File: src/rtl/sample_clk_pkg.sv
// Shared defaults and helpers for the sample-clock divider.
// Imported by the divider core and its half-period config block.
package sample_clk_pkg;

  localparam int DEF_CNT_W = 8;
  localparam int DEF_HALF  = 7;

  // A zero half-period would stall the divider, so it maps to 1.
  function automatic logic [31:0] clamp_half(input logic [31:0] v);
    return (v == 32'd0) ? 32'd1 : v;
  endfunction

endpackage

File: src/rtl/sample_clk_gen_cfg.sv
// Half-period configuration: pending/active registers and load ack.
// New values only take effect on an apply strobe from the core.
module sample_clk_gen_cfg
  import sample_clk_pkg::*;
#(
  parameter int CNT_W        = DEF_CNT_W,
  parameter int DEFAULT_HALF = DEF_HALF
) (
  input  logic             clock,
  input  logic             reset,
  input  logic             i_load,
  input  logic [CNT_W-1:0] i_half,
  input  logic             i_apply,
  input  logic             i_resync,
  output logic             o_ack,
  output logic [CNT_W-1:0] o_active,
  output logic [CNT_W-1:0] o_next
);

  logic [CNT_W-1:0] r_pend;
  logic             r_pend_v;
  logic [CNT_W-1:0] r_active;
  logic             r_ack;
  logic [CNT_W-1:0] w_clamped;
  logic             w_take_new;
  logic             w_take_pend;

  assign w_clamped   = CNT_W'(clamp_half(32'(i_half)));
  assign w_take_new  = i_apply && i_resync && i_load;
  assign w_take_pend = i_apply && r_pend_v && !w_take_new;

  always_comb begin
    o_next = r_active;
    if (w_take_new)
      o_next = w_clamped;
    else if (w_take_pend)
      o_next = r_pend;
  end

  always_ff @(posedge clock or posedge reset) begin
    if (reset) begin
      r_pend   <= '0;
      r_pend_v <= 1'b0;
      r_active <= CNT_W'(DEFAULT_HALF);
      r_ack    <= 1'b0;
    end else begin
      r_ack <= w_take_new || w_take_pend;
      r_active <= o_next;
      if (w_take_new) begin
        r_pend_v <= 1'b0;
      end else if (i_load) begin
        // A load on an apply edge waits for the next apply.
        r_pend   <= w_clamped;
        r_pend_v <= 1'b1;
      end else if (w_take_pend) begin
        r_pend_v <= 1'b0;
      end
    end
  end

  assign o_ack    = r_ack;
  assign o_active = r_active;

endmodule

File: src/rtl/sample_clk_gen.sv
// Runtime-tunable sample-clock divider with rise/fall/mid strobes.
// Resync re-phases the output to an external edge.
module sample_clk_gen
  import sample_clk_pkg::*;
#(
  parameter int CNT_W        = DEF_CNT_W,
  parameter int DEFAULT_HALF = DEF_HALF
) (
  input  logic             clock,
  input  logic             reset,
  input  logic             enable,
  input  logic             resync,
  input  logic             load,
  input  logic [CNT_W-1:0] half_period_in,
  output logic             load_ack,
  output logic [CNT_W-1:0] active_half,
  output logic             new_clock,
  output logic             rise_pulse,
  output logic             fall_pulse,
  output logic             mid_pulse
);

  logic [CNT_W-1:0] r_cnt;
  logic             r_clk;
  logic             r_rise;
  logic             r_fall;
  logic             r_mid;
  logic             w_wrap;
  logic             w_apply;
  logic [CNT_W-1:0] w_active;
  logic [CNT_W-1:0] w_next_half;
  logic [CNT_W-1:0] w_cnt_inc;

  assign w_wrap    = enable && (r_cnt == w_active - CNT_W'(1));
  assign w_apply   = resync || !enable || w_wrap;
  assign w_cnt_inc = r_cnt + CNT_W'(1);

  sample_clk_gen_cfg #(
    .CNT_W       (CNT_W),
    .DEFAULT_HALF(DEFAULT_HALF)
  ) u_cfg (
    .clock   (clock),
    .reset   (reset),
    .i_load  (load),
    .i_half  (half_period_in),
    .i_apply (w_apply),
    .i_resync(resync),
    .o_ack   (load_ack),
    .o_active(w_active),
    .o_next  (w_next_half)
  );

  always_ff @(posedge clock or posedge reset) begin
    if (reset) begin
      r_cnt  <= '0;
      r_clk  <= 1'b0;
      r_rise <= 1'b0;
      r_fall <= 1'b0;
      r_mid  <= 1'b0;
    end else begin
      r_rise <= 1'b0;
      r_fall <= 1'b0;
      r_mid  <= 1'b0;
      if (resync) begin
        r_cnt <= '0;
        r_clk <= 1'b0;
      end else if (w_wrap) begin
        r_cnt  <= '0;
        r_clk  <= !r_clk;
        r_rise <= !r_clk;
        r_fall <= r_clk;
        // Mid strobe uses the half-period that starts on this edge.
        r_mid  <= !r_clk && ((w_next_half >> 1) == '0);
      end else if (enable) begin
        r_cnt <= w_cnt_inc;
        r_mid <= r_clk && (w_cnt_inc == (w_active >> 1));
      end
    end
  end

  assign active_half = w_active;
  assign new_clock   = r_clk;
  assign rise_pulse  = r_rise;
  assign fall_pulse  = r_fall;
  assign mid_pulse   = r_mid;

endmodule

File: config.mk
export PLATFORM = sky130hd
export DESIGN_NAME = sample_clk_gen
export DESIGN_NICKNAME = d
export VERILOG_FILES = /design/src/rtl/sample_clk_pkg.sv /design/src/rtl/sample_clk_gen_cfg.sv /design/src/rtl/sample_clk_gen.sv
export SDC_FILE = /design/constraint.sdc
export NUM_CORES = 1
export LEC_CHECK = 0
export CORE_AREA = 2 2 80 82
export CTS_CLUSTER_DIAMETER = 40
export CTS_CLUSTER_SIZE = 8
export DETAILED_ROUTE_END_ITERATION = 7
export DIE_AREA = 0 0 82 84
export GPL_TIMING_DRIVEN = 0
export PLACE_DENSITY = 0.61
export SLEW_MARGIN = 25
export SYNTH_ARGS = -nofsm -noshare
export SYNTH_HDL_FRONTEND = slang
export SYNTH_SLANG_ARGS = --single-unit
export TNS_END_PERCENT = 100
File: constraint.sdc
create_clock -name clock -period 8.9 [get_ports clock]
set_input_delay 2.67 -clock clock [delete_from_list [all_inputs] [get_ports clock]]
set_output_delay 2.67 -clock clock [all_outputs]
set_load 0.02 [all_outputs]
* After elaboration in Yosys (flattened, before gate mapping)
Cells that the tools add are included.
** Word-level totals
- Bits in registers :: 30
- Logic and storage cells :: 53
- Output and inout port bits :: 13
- Bits of input ports :: 13
** Cells by class
- Equality and inequality tests :: 2
- Reduce and logical (&&, ||, !) cells :: 20
- Muxes and demuxes :: 18
- Add/sub/neg operators :: 2
- Bitwise gates (word level) :: 1
** Operator list (number)
- $mux 8 :: 6
- $logic_not 8->1 :: 2
- $mux 1 :: 12
- $add 8x1->8 const B :: 1
- $eq 8x7->1 :: 1
- $eq 8x8->1 :: 1
- $sub 8x1->8 const B :: 1
- $logic_and 1x1->1 :: 7
- $reduce_bool 3->1 :: 2
- $reduce_bool 2->1 :: 2
- $logic_not 1->1 :: 3
- $logic_or 1x1->1 :: 3
- $reduce_and 2->1 :: 1
- $not 1->1 :: 1

* Depth between registers and ports, before layout
Gate-level depths: netlist (run 1).
- Depth after elaboration :: 14
- Gate-level depth with buffers :: 11
- Gate-level depth less buffers :: 10

* By module
A second synthesis (run 1) with hierarchy kept.
** Unflattened totals
- Cells, all modules :: 194
- Area total of the unflattened synthesis :: 1913.1 µm²
** By module, submodules not included
- sample_clk_gen :: seq. area each 300.3 µm², area each 1111.1 µm², times used 1, cells an instance 128
- sample_clk_gen_cfg :: seq. area each 454.2 µm², area each 802.0 µm², times used 1, cells an instance 66

* Worst setup path before layout (run 1)
Ideal clock, no wire load.
- Path type :: input-to-reg
- Start :: in enable
- End :: reg r_mid, in the netlist mid_pulse
- Stages on the path :: 6
- Data required time :: 8797 ps
- Path slack :: 4392 ps
- Arrival :: 4405 ps
- Setup time :: 103 ps
- Cells stage by stage :: o2111ai_1 -> o41ai_4 -> nand2_1 -> mux2i_1 -> or4_1 -> o41ai_2
** Between the ends
- Word-level cells in the longest chain between the ends :: 13
** Ends and longest elaborated chain
- start: declaration :: RTL line sample_clk_gen.sv:11 : input logic enable,
- $logic_not 1->1 :: RTL line sample_clk_gen.sv:35 : assign w_apply = resync || !enable || w_wrap;
- $logic_or 1x1->1 (2 in a row) :: RTL line sample_clk_gen.sv:35
- $logic_and 1x1->1 (2 in a row) :: RTL line sample_clk_gen_cfg.sv:29 : assign w_take_new = i_apply && i_resync && i_load;
- $logic_not 1->1 :: RTL line sample_clk_gen_cfg.sv:30 : assign w_take_pend = i_apply && r_pend_v && !w_take_new;
- $logic_and 1x1->1 :: RTL line sample_clk_gen_cfg.sv:30
- $mux 8 :: RTL line sample_clk_gen_cfg.sv:36 : else if (w_take_pend)
- $mux 8 :: RTL line sample_clk_gen_cfg.sv:34 : if (w_take_new)
- $logic_not 8->1 :: RTL line sample_clk_gen.sv:73 : r_mid <= !r_clk && ((w_next_half >> 1) == '0);
- $logic_and 1x1->1 :: RTL line sample_clk_gen.sv:73
- $mux 1 * :: RTL line sample_clk_gen.sv:67 : end else if (w_wrap) begin
- $mux 1 * :: RTL line sample_clk_gen.sv:64 : if (resync) begin
- end signal: assignment :: RTL line sample_clk_gen.sv:73
- end signal: assignment :: RTL line sample_clk_gen.sv:76 : r_mid <= r_clk && (w_cnt_inc == (w_active >> 1));
- end: declaration :: RTL line sample_clk_gen.sv:27 : logic r_mid;
Every way passes the cells marked *; elsewhere a longest branch is shown, timed or not. The select of a mux whose other input is x is not followed.
A chain may end at the register's enable or synchronous reset.

* Worst setup path in the final report (run 1)
Ends and elaborated chain as after synthesis.

==> results.txt, run 1 <==
----------------------------------------------------
[Run status]
  Outcome ... completed

[Die]
  Boundary pin count ... 26
  Die extent in x ... 82 µm
  Initial core utilization ... 29.78%
  Floorplan Core Area ... 0.006096 mm²
  Die outline height ... 84 µm
  Rows ... 29
  Die Footprint ... 0.006888 mm²

[Route]
  Total Wirelength ... 4038 µm
  Met3 Routed Length ... 162 µm
  First-pass iteration count of the detailed router ... 4
  Wire length per cell ... 13.73 µm
  DRC errors left ... 0
  Via density per instance ... 4.990
  Detail Route met2 WL ... 1897 µm
  Length of routed wiring on met1 ... 1911 µm
  Vias post-DR ... 1,467
  Highest signal layer in the routed design ... met4
  Detailed router's first-iteration violation count ... 111
  Antenna Violating Nets Remaining ... 0

[Critical path]
  Worst setup SP type ... primary input
  Register-to-Register Path Depth ... 9
  Setup slack of the worst register-to-register path ... 5490 ps
  Arrival time at the worst endpoint ... 5340 ps
  Critical path class ... in2reg
  Maximum fanout encountered on the critical timing path ... 10
  Critical Path Sink Type ... flip-flop
  CP required ... 9080 ps
  Launch point of the worst reg-to-reg path ... u_cfg.o_active[2]$_DFF_PP1_
  End of the worst register-to-register path ... mid_pulse$_DFF_PP0_
  CP Launch Point ... enable

[Synth]
  Syn Area/Cell ... 9.813 µm²
  Share of synthesized flip-flops with an asynchronous set or reset ... 100.0%
  Post-Synthesis Cells ... 185
  Unique masters post-synth ... 45
  Synth Net Count ... 200
  Most used flip-flop cell after synthesis ... sky130_fd_sc_hd__dfrtp_1
  Post-synth design cell area ... 0.001815 mm²
  Synth Register Bits ... 30
  Post-synth EDFFs ... 0
  Yosys warning count ... 0
  Share of synthesized area occupied by flip-flops and latches ... 41.56%

[Cells and area]
  Multi-input logic area ... 983.4 µm²
  Register area ... 754.5 µm²
  Post-layout net count ... 231
  Most common library cell in the layout ignoring fill and taps ... sky130_fd_sc_hd__dfrtp_1
  Share of post-route cells with drive strength above 1 ... 16.59%
  Antenna Diode Count ... 0
  Top library cells by usage in the layout, fill and taps aside ... sky130_fd_sc_hd__dfrtp_1, sky130_fd_sc_hd__clkdlybuf4s50_1, sky130_fd_sc_hd__nand2_1
  Fill cell total of the finished layout ... 653
  Syn-to-layout area delta ... 24.53%

[STA]
  Sum Neg Setup Slack ... 0 ps
  Clock skew ... 7.806 ps
  Worst slew slack as a fraction of its limit ... 58.51%
  WHS ... 493.8 ps
  Number of setup violations in the final report ... 0
  Least-Margin Pin Slew ... 621.5 ps
  Tcrit/Tclk final ... 57.97%
  Unrepaired setup endpoints after global routing ... false
  Total count of hold-check failures in the final report ... 0
  Tmin final ... 5159 ps
  Slew Viols, Final ... 0
  Fmax ... 0.1938 GHz

[Place]
  Dpl hpwl ... 2992 µm
  Placer's final routability congestion estimate ... 0.9306
  Count of input and output buffers ... 24

[Flow run]
  Reported max-cap violation count ... 0

[Power and ir drop]
  Static leakage ... 0.9073 nW
  Pwr dens ... 177.5 mW/mm²
  Peak supply drop ... 0.00009128 V
  Total power ... 401.3 µW

[Clocking]
  CTS Buffer Depth ... 2
  Total of hold buffers inserted after clock tree synthesis ... 0
  Clock transition at the register clock pins on the worst setup and hold paths after CTS ... 70 ps
  Total CTS buffers ... 5
  Post-CTS Setup Bufs ... 0
  Count of instances resized after the clock tree is built ... 0
  TritonCTS clock tree ... built
  Depth of the CTS H-tree ... 2
  Clock net sink count ... 30
  Worst-skew pair later-pin latency ... 280 ps
  Root Driver ... sky130_fd_sc_hd__clkbuf_8

[Global routing]
  Initial antenna violation count ... 0
  Wire length of the first global-routing pass ... 7155 µm
  Global route overflow ... 0
  Maximum number of pins on one net before global-route repair ... 31
  GRT Resource Usage Total ... 13.38%
  Vias in the first global route ... 1,495

[Min path]
  Hold WC Path Type ... reg2reg
  Terminating pin of the worst hold path ... u_cfg.r_pend[0]$_DFFE_PP0P_
  Depth of the worst hold-timing path ... 2
  Min-delay src ... u_cfg.r_pend[0]$_DFFE_PP0P_

----------------------------------------------------
[how the worst max path moves through the flow]
stage	end	slack (ps)	depth (start not counted)
3_3_place_gp	mid_pulse$_DFF_PP0_	3440	7
2_1_floorplan	mid_pulse$_DFF_PP0_	4390	6
3_5_place_dp	mid_pulse$_DFF_PP0_	3450	7
4_1_cts	mid_pulse$_DFF_PP0_	3700	7
6_report	mid_pulse$_DFF_PP0_	3740	7
5_1_grt	mid_pulse$_DFF_PP0_	3540	7
[worst max-delay path: stages]
cell                              delay, ps
sky130_fd_sc_hd__clkdlybuf4s50_1        560
sky130_fd_sc_hd__o2111ai_1              200
sky130_fd_sc_hd__o41ai_4                670
sky130_fd_sc_hd__nand2_1                310
sky130_fd_sc_hd__mux2i_1                200
sky130_fd_sc_hd__or4_1                  430
sky130_fd_sc_hd__o41ai_2                290
[per-layer routing]
metal	up-vias	GRT usage (%)
met2	30	20.84
met3	7	2.706
li1	722	-
met1	708	18.57
met4	0	3.939
met5	-	0
[Yosys cell counts, drive strengths merged (3+ instances only)]
cell | n | share of area [%]
xnor2 | 14 | 6.8
o21ai | 14 | 3.9
inv | 5 | 1.0
dfrtp | 27 | 37
nand2b | 6 | 2.1
a31o | 4 | 1.9
o22a | 4 | 1.9
mux2i | 3 | 1.7
buf | 5 | 1.6
nor3 | 6 | 1.9
a21boi | 3 | 1.2
xor2 | 5 | 2.4
clkbuf | 8 | 1.7
nand3 | 3 | 0.83
or4 | 5 | 2.3
mux2 | 8 | 5.0
dfstp | 3 | 4.3
nor2 | 11 | 2.3
a21oi | 5 | 1.4
nand2 | 20 | 4.1
[report_power, final]
group	internal [mW]	switching, mW	leakage (nW)
clock network	0.0823	0.0521	0.0579
registers	0.151	0.0156	0.375
logic	0.0495	0.0507	0.475
total	0.283	0.118	0.907
[final cells by class]
cell class                 instances  area share, %
buffer                            13          2.601
clock buffer                       5          3.044
sequential                        30          33.37
multi-input combinational        137          43.50
clock inverter                     3          1.771
timing repair buffer              24          10.63
inverter                           5         0.8301
tap                               77          4.261
[cell families (layout without fill, tap and decap cells)]
group           count (synthesis)  count (layout)  share of synthesized area [%]
compound gates                 43              43                          18.95
xor+xnor                       19              19                          9.166
fa+ha+maj                       2               2                          1.378
buf+inv                        18              50                          4.273
flops                          30              30                          41.56
mux                            11              11                          6.616
simple gates                   62              62                          18.06
[sequential cells by signal, indices dropped and copies added, names as in the netlist]
signal	count
r_cnt	8
u_cfg.o_active	8
u_cfg.r_pend	8
fall_pulse	1
mid_pulse	1
new_clock	1
rise_pulse	1
u_cfg.o_ack	1
u_cfg.r_pend_v	1
[through the flow]
step | setup slack [ps] | util (%) | area [µm²] | instances
finish | 3741 | 37.09 | 2261 | 294
global route | 3538 | 37.09 | 2261 | 294
CTS | 3703 | 37.09 | 2261 | 294
detailed placement | 3452 | 35.30 | 2152 | 286
global placement | 3445 | 35.30 | 2152 | 286
floorplan | 4392 | - | 1815 | 185
(Power assumes the default switching activity.)
==> run 2: changes to the inputs <==
Clock period 8.9 ns to 5.1 ns, I/O delays scaled along.
==> results of run 2 <==
The final DEF is identical to that of run 1. Status: completed.
Among the figures that moved: setup slack after placement 3452 ps -> 792.1 ps; setup slack after layout 3741 ps -> 1081 ps; register-to-register setup slack 5490 ps -> 1690 ps; total power 0.4013 mW -> 0.7004 mW; worst IR drop on VDD 0.00009128 V -> 0.0001593 V
==> run 3: changes to the inputs <==
Settings changed: PLACE_DENSITY 0.61 to 0.63.
Clock period 5.1 ns to 3.4 ns, I/O delays scaled along.
==> run 3 against run 2 <==
Net effect: clock power rose by 16%; sequential cell count stayed put; sequential share of layout area down 0.63 points; non-clock buffer count is 3 higher; wire length increased by 0.57%; worst setup slack got worse by 960 ps; die area did not move; via count decreased by 0.75%; critical path depth increased by 2; highest routed layer unchanged.
==> results.txt, run 3 (synthesis gave the netlist of run 1 again) <==
----------------------------------------------------
[Run status]
  Outcome ... completed

[Die]
  Floorplan Core Area ... 0.006096 mm²
  Boundary pin count ... 26
  Initial core utilization ... 29.78%
  Die Footprint ... 0.006888 mm²
  Die outline height ... 84 µm
  Die extent in x ... 82 µm
  Rows ... 29

[Clocking]
  Clock transition at the register clock pins on the worst setup and hold paths after CTS ... 60 ps
  Total CTS buffers ... 5
  Total of hold buffers inserted after clock tree synthesis ... 0
  Root Driver ... sky130_fd_sc_hd__clkbuf_8
  Clock net sink count ... 30
  Worst-skew pair later-pin latency ... 280 ps
  Depth of the CTS H-tree ... 2
  CTS Buffer Depth ... 2
  TritonCTS clock tree ... built

[STA]
  Worst slew slack as a fraction of its limit ... 58.86%
  Slew Viols, Final ... 0
  Setup slack after layout ... 118.8 ps
  Fmax ... 0.3048 GHz
  Number of setup violations in the final report ... 0
  Tmin final ... 3281 ps
  WHS ... 477.5 ps
  Clock skew ... 4.700 ps
  Total count of hold-check failures in the final report ... 0
  Tcrit/Tclk final ... 96.50%
  Least-Margin Pin Slew ... 616.3 ps

[Route]
  Wire length per cell ... 13.67 µm
  Total Wirelength ... 4061 µm
  DRC errors left ... 0
  Vias post-DR ... 1,456
  First-pass iteration count of the detailed router ... 4
  Via density per instance ... 4.902
  Detailed router's first-iteration violation count ... 74
  Antenna Violating Nets Remaining ... 0

[Global routing]
  Met1 track utilization from global routing ... 18.60%
  GRT Resource Usage Total ... 13.32%
  Most crowded layer after global routing ... met2
  Maximum number of pins on one net before global-route repair ... 31
  Initial antenna violation count ... 0
  Routing usage on met3 ... 2.706%
  Wire length of the first global-routing pass ... 7079 µm
  Global route overflow ... 0
  Vias in the first global route ... 1,457
  Met2 Usage GRT ... 19.81%

[Critical path]
  CP required ... 3580 ps
  Launch point of the worst reg-to-reg path ... u_cfg.o_active[2]$_DFF_PP1_
  Cell with the biggest individual delay on the critical path ... sky130_fd_sc_hd__clkdlybuf4s50_1
  Crit path top cell by count ... sky130_fd_sc_hd__buf_4
  Critical path class ... in2reg
  Number of buffers and inverters on the critical path ... 3
  Critical Path Sink Type ... flip-flop
  Worst stage delay on the critical path ... 580 ps
  Maximum fanout encountered on the critical timing path ... 7
  Worst setup SP type ... primary input
  Arrival time at the worst endpoint ... 3460 ps
  CP Launch Point ... enable
  Ordered list of cells on the worst path ... clkdlybuf4s50_1 > nor2b_4 > o41ai_4 > buf_4 > buf_4 > a31o_2 > o22a_1 > or4_4 > o41ai_2
  Cell type group with the largest total delay on the critical path ... buffers and inverters

[Cells and area]
  Share of post-route cells with drive strength above 1 ... 19.55%
  Post-layout net count ... 234
  Most common library cell in the layout ignoring fill and taps ... sky130_fd_sc_hd__dfrtp_1
  Post-route cell area ... 0.002305 mm²
  Syn-to-layout area delta ... 26.95%
  Top library cells by usage in the layout, fill and taps aside ... sky130_fd_sc_hd__dfrtp_1, sky130_fd_sc_hd__clkdlybuf4s50_1, sky130_fd_sc_hd__nand2_1
  Number of standard cells in the final layout excluding fillers ... 297
  Layout Utilization ... 37.81%
  Antenna Diode Count ... 0

[Flow run]
  Reported max-cap violation count ... 0

[Place]
  Cell area after placement ... 0.002152 mm²
  Placer's final routability congestion estimate ... 0.9393
  Worst-case setup slack after placement ... -370.9 ps
  Count of input and output buffers ... 24
  Dpl hpwl ... 2995 µm
  Placed cells ... 286

[Power and ir drop]
  Peak supply drop ... 0.0002234 V
  Static leakage ... 0.9196 nW
  Pwr dens ... 429.4 mW/mm²

[Min path]
  Hold WC Path Type ... reg2reg
  Min-delay src ... u_cfg.r_pend[0]$_DFFE_PP0P_

----------------------------------------------------
==> run 3: worst paths after layout <==
check,cells past startpoint,endpoint,slack (ps)
max,9,mid_pulse$_DFF_PP0_,120
min,2,u_cfg.r_pend[0]$_DFFE_PP0P_,480
max reg2reg,11,mid_pulse$_DFF_PP0_,140
min reg2reg,2,u_cfg.r_pend[0]$_DFFE_PP0P_,480
max in group asynchronous,2,u_cfg.o_ack$_DFF_PP0_,1860
min in group asynchronous,2,u_cfg.r_pend[0]$_DFFE_PP0P_,1140
==> run 3: area by class of cell <==
class | count | area [µm²]
fillers | 636 | 3791
multi-input cells | 137 | 1033
flip-flops and latches | 30 | 754.5
repair buffers | 27 | 262.8
well taps | 77 | 96.34
clock buffers | 8 | 80.08
plain buffers | 13 | 58.81
inverters | 5 | 18.77
==> run 3: through the flow <==
| stage | setup TNS (ps) | total power, mW |
|---|---|---|
| 2_1_floorplan | 0 | 0.6150 |
| 3_3_place_gp | -423.6 | 0.7024 |
| 6_report | 0 | 0.9898 |
| 3_5_place_dp | -370.9 | 0.7082 |
| 4_1_cts | 0 | 0.9830 |
| 5_1_grt | -3.967 | 1.051 |
==> run 3: power breakdown <==
part	internal [mW]	switching, mW
Combinational	0.139	0.142
Clock	0.145	0.127
Sequential	0.396	0.0409
==> run 3: timing repair <==
action,4_1_cts,5_1_grt
buffers inserted,0,3
endpoints found under the setup margin,1,1
pin swaps,1,4
resized for setup,0,10
==> run 3: worst register-to-register path, cell delays in order (launching register included) <==
cell and delay, ps:
sky130_fd_sc_hd__dfstp_2 370, sky130_fd_sc_hd__buf_6 130, sky130_fd_sc_hd__or4_4 530, sky130_fd_sc_hd__o221a_2 310
sky130_fd_sc_hd__nor3_4 170, sky130_fd_sc_hd__o41ai_4 160, sky130_fd_sc_hd__buf_4 180, sky130_fd_sc_hd__buf_4 130
sky130_fd_sc_hd__a31o_2 230, sky130_fd_sc_hd__o22a_1 210, sky130_fd_sc_hd__or4_4 540, sky130_fd_sc_hd__o41ai_2 200
==> run 3: metal layers <==
layer	vias to the layer above	wire length, µm	share of wire [%]
met2	27	1937	48
met3	8	131	3.2
met5	-	0	0
li1	723	-	-
met1	698	1916	47
met4	0	75	1.8
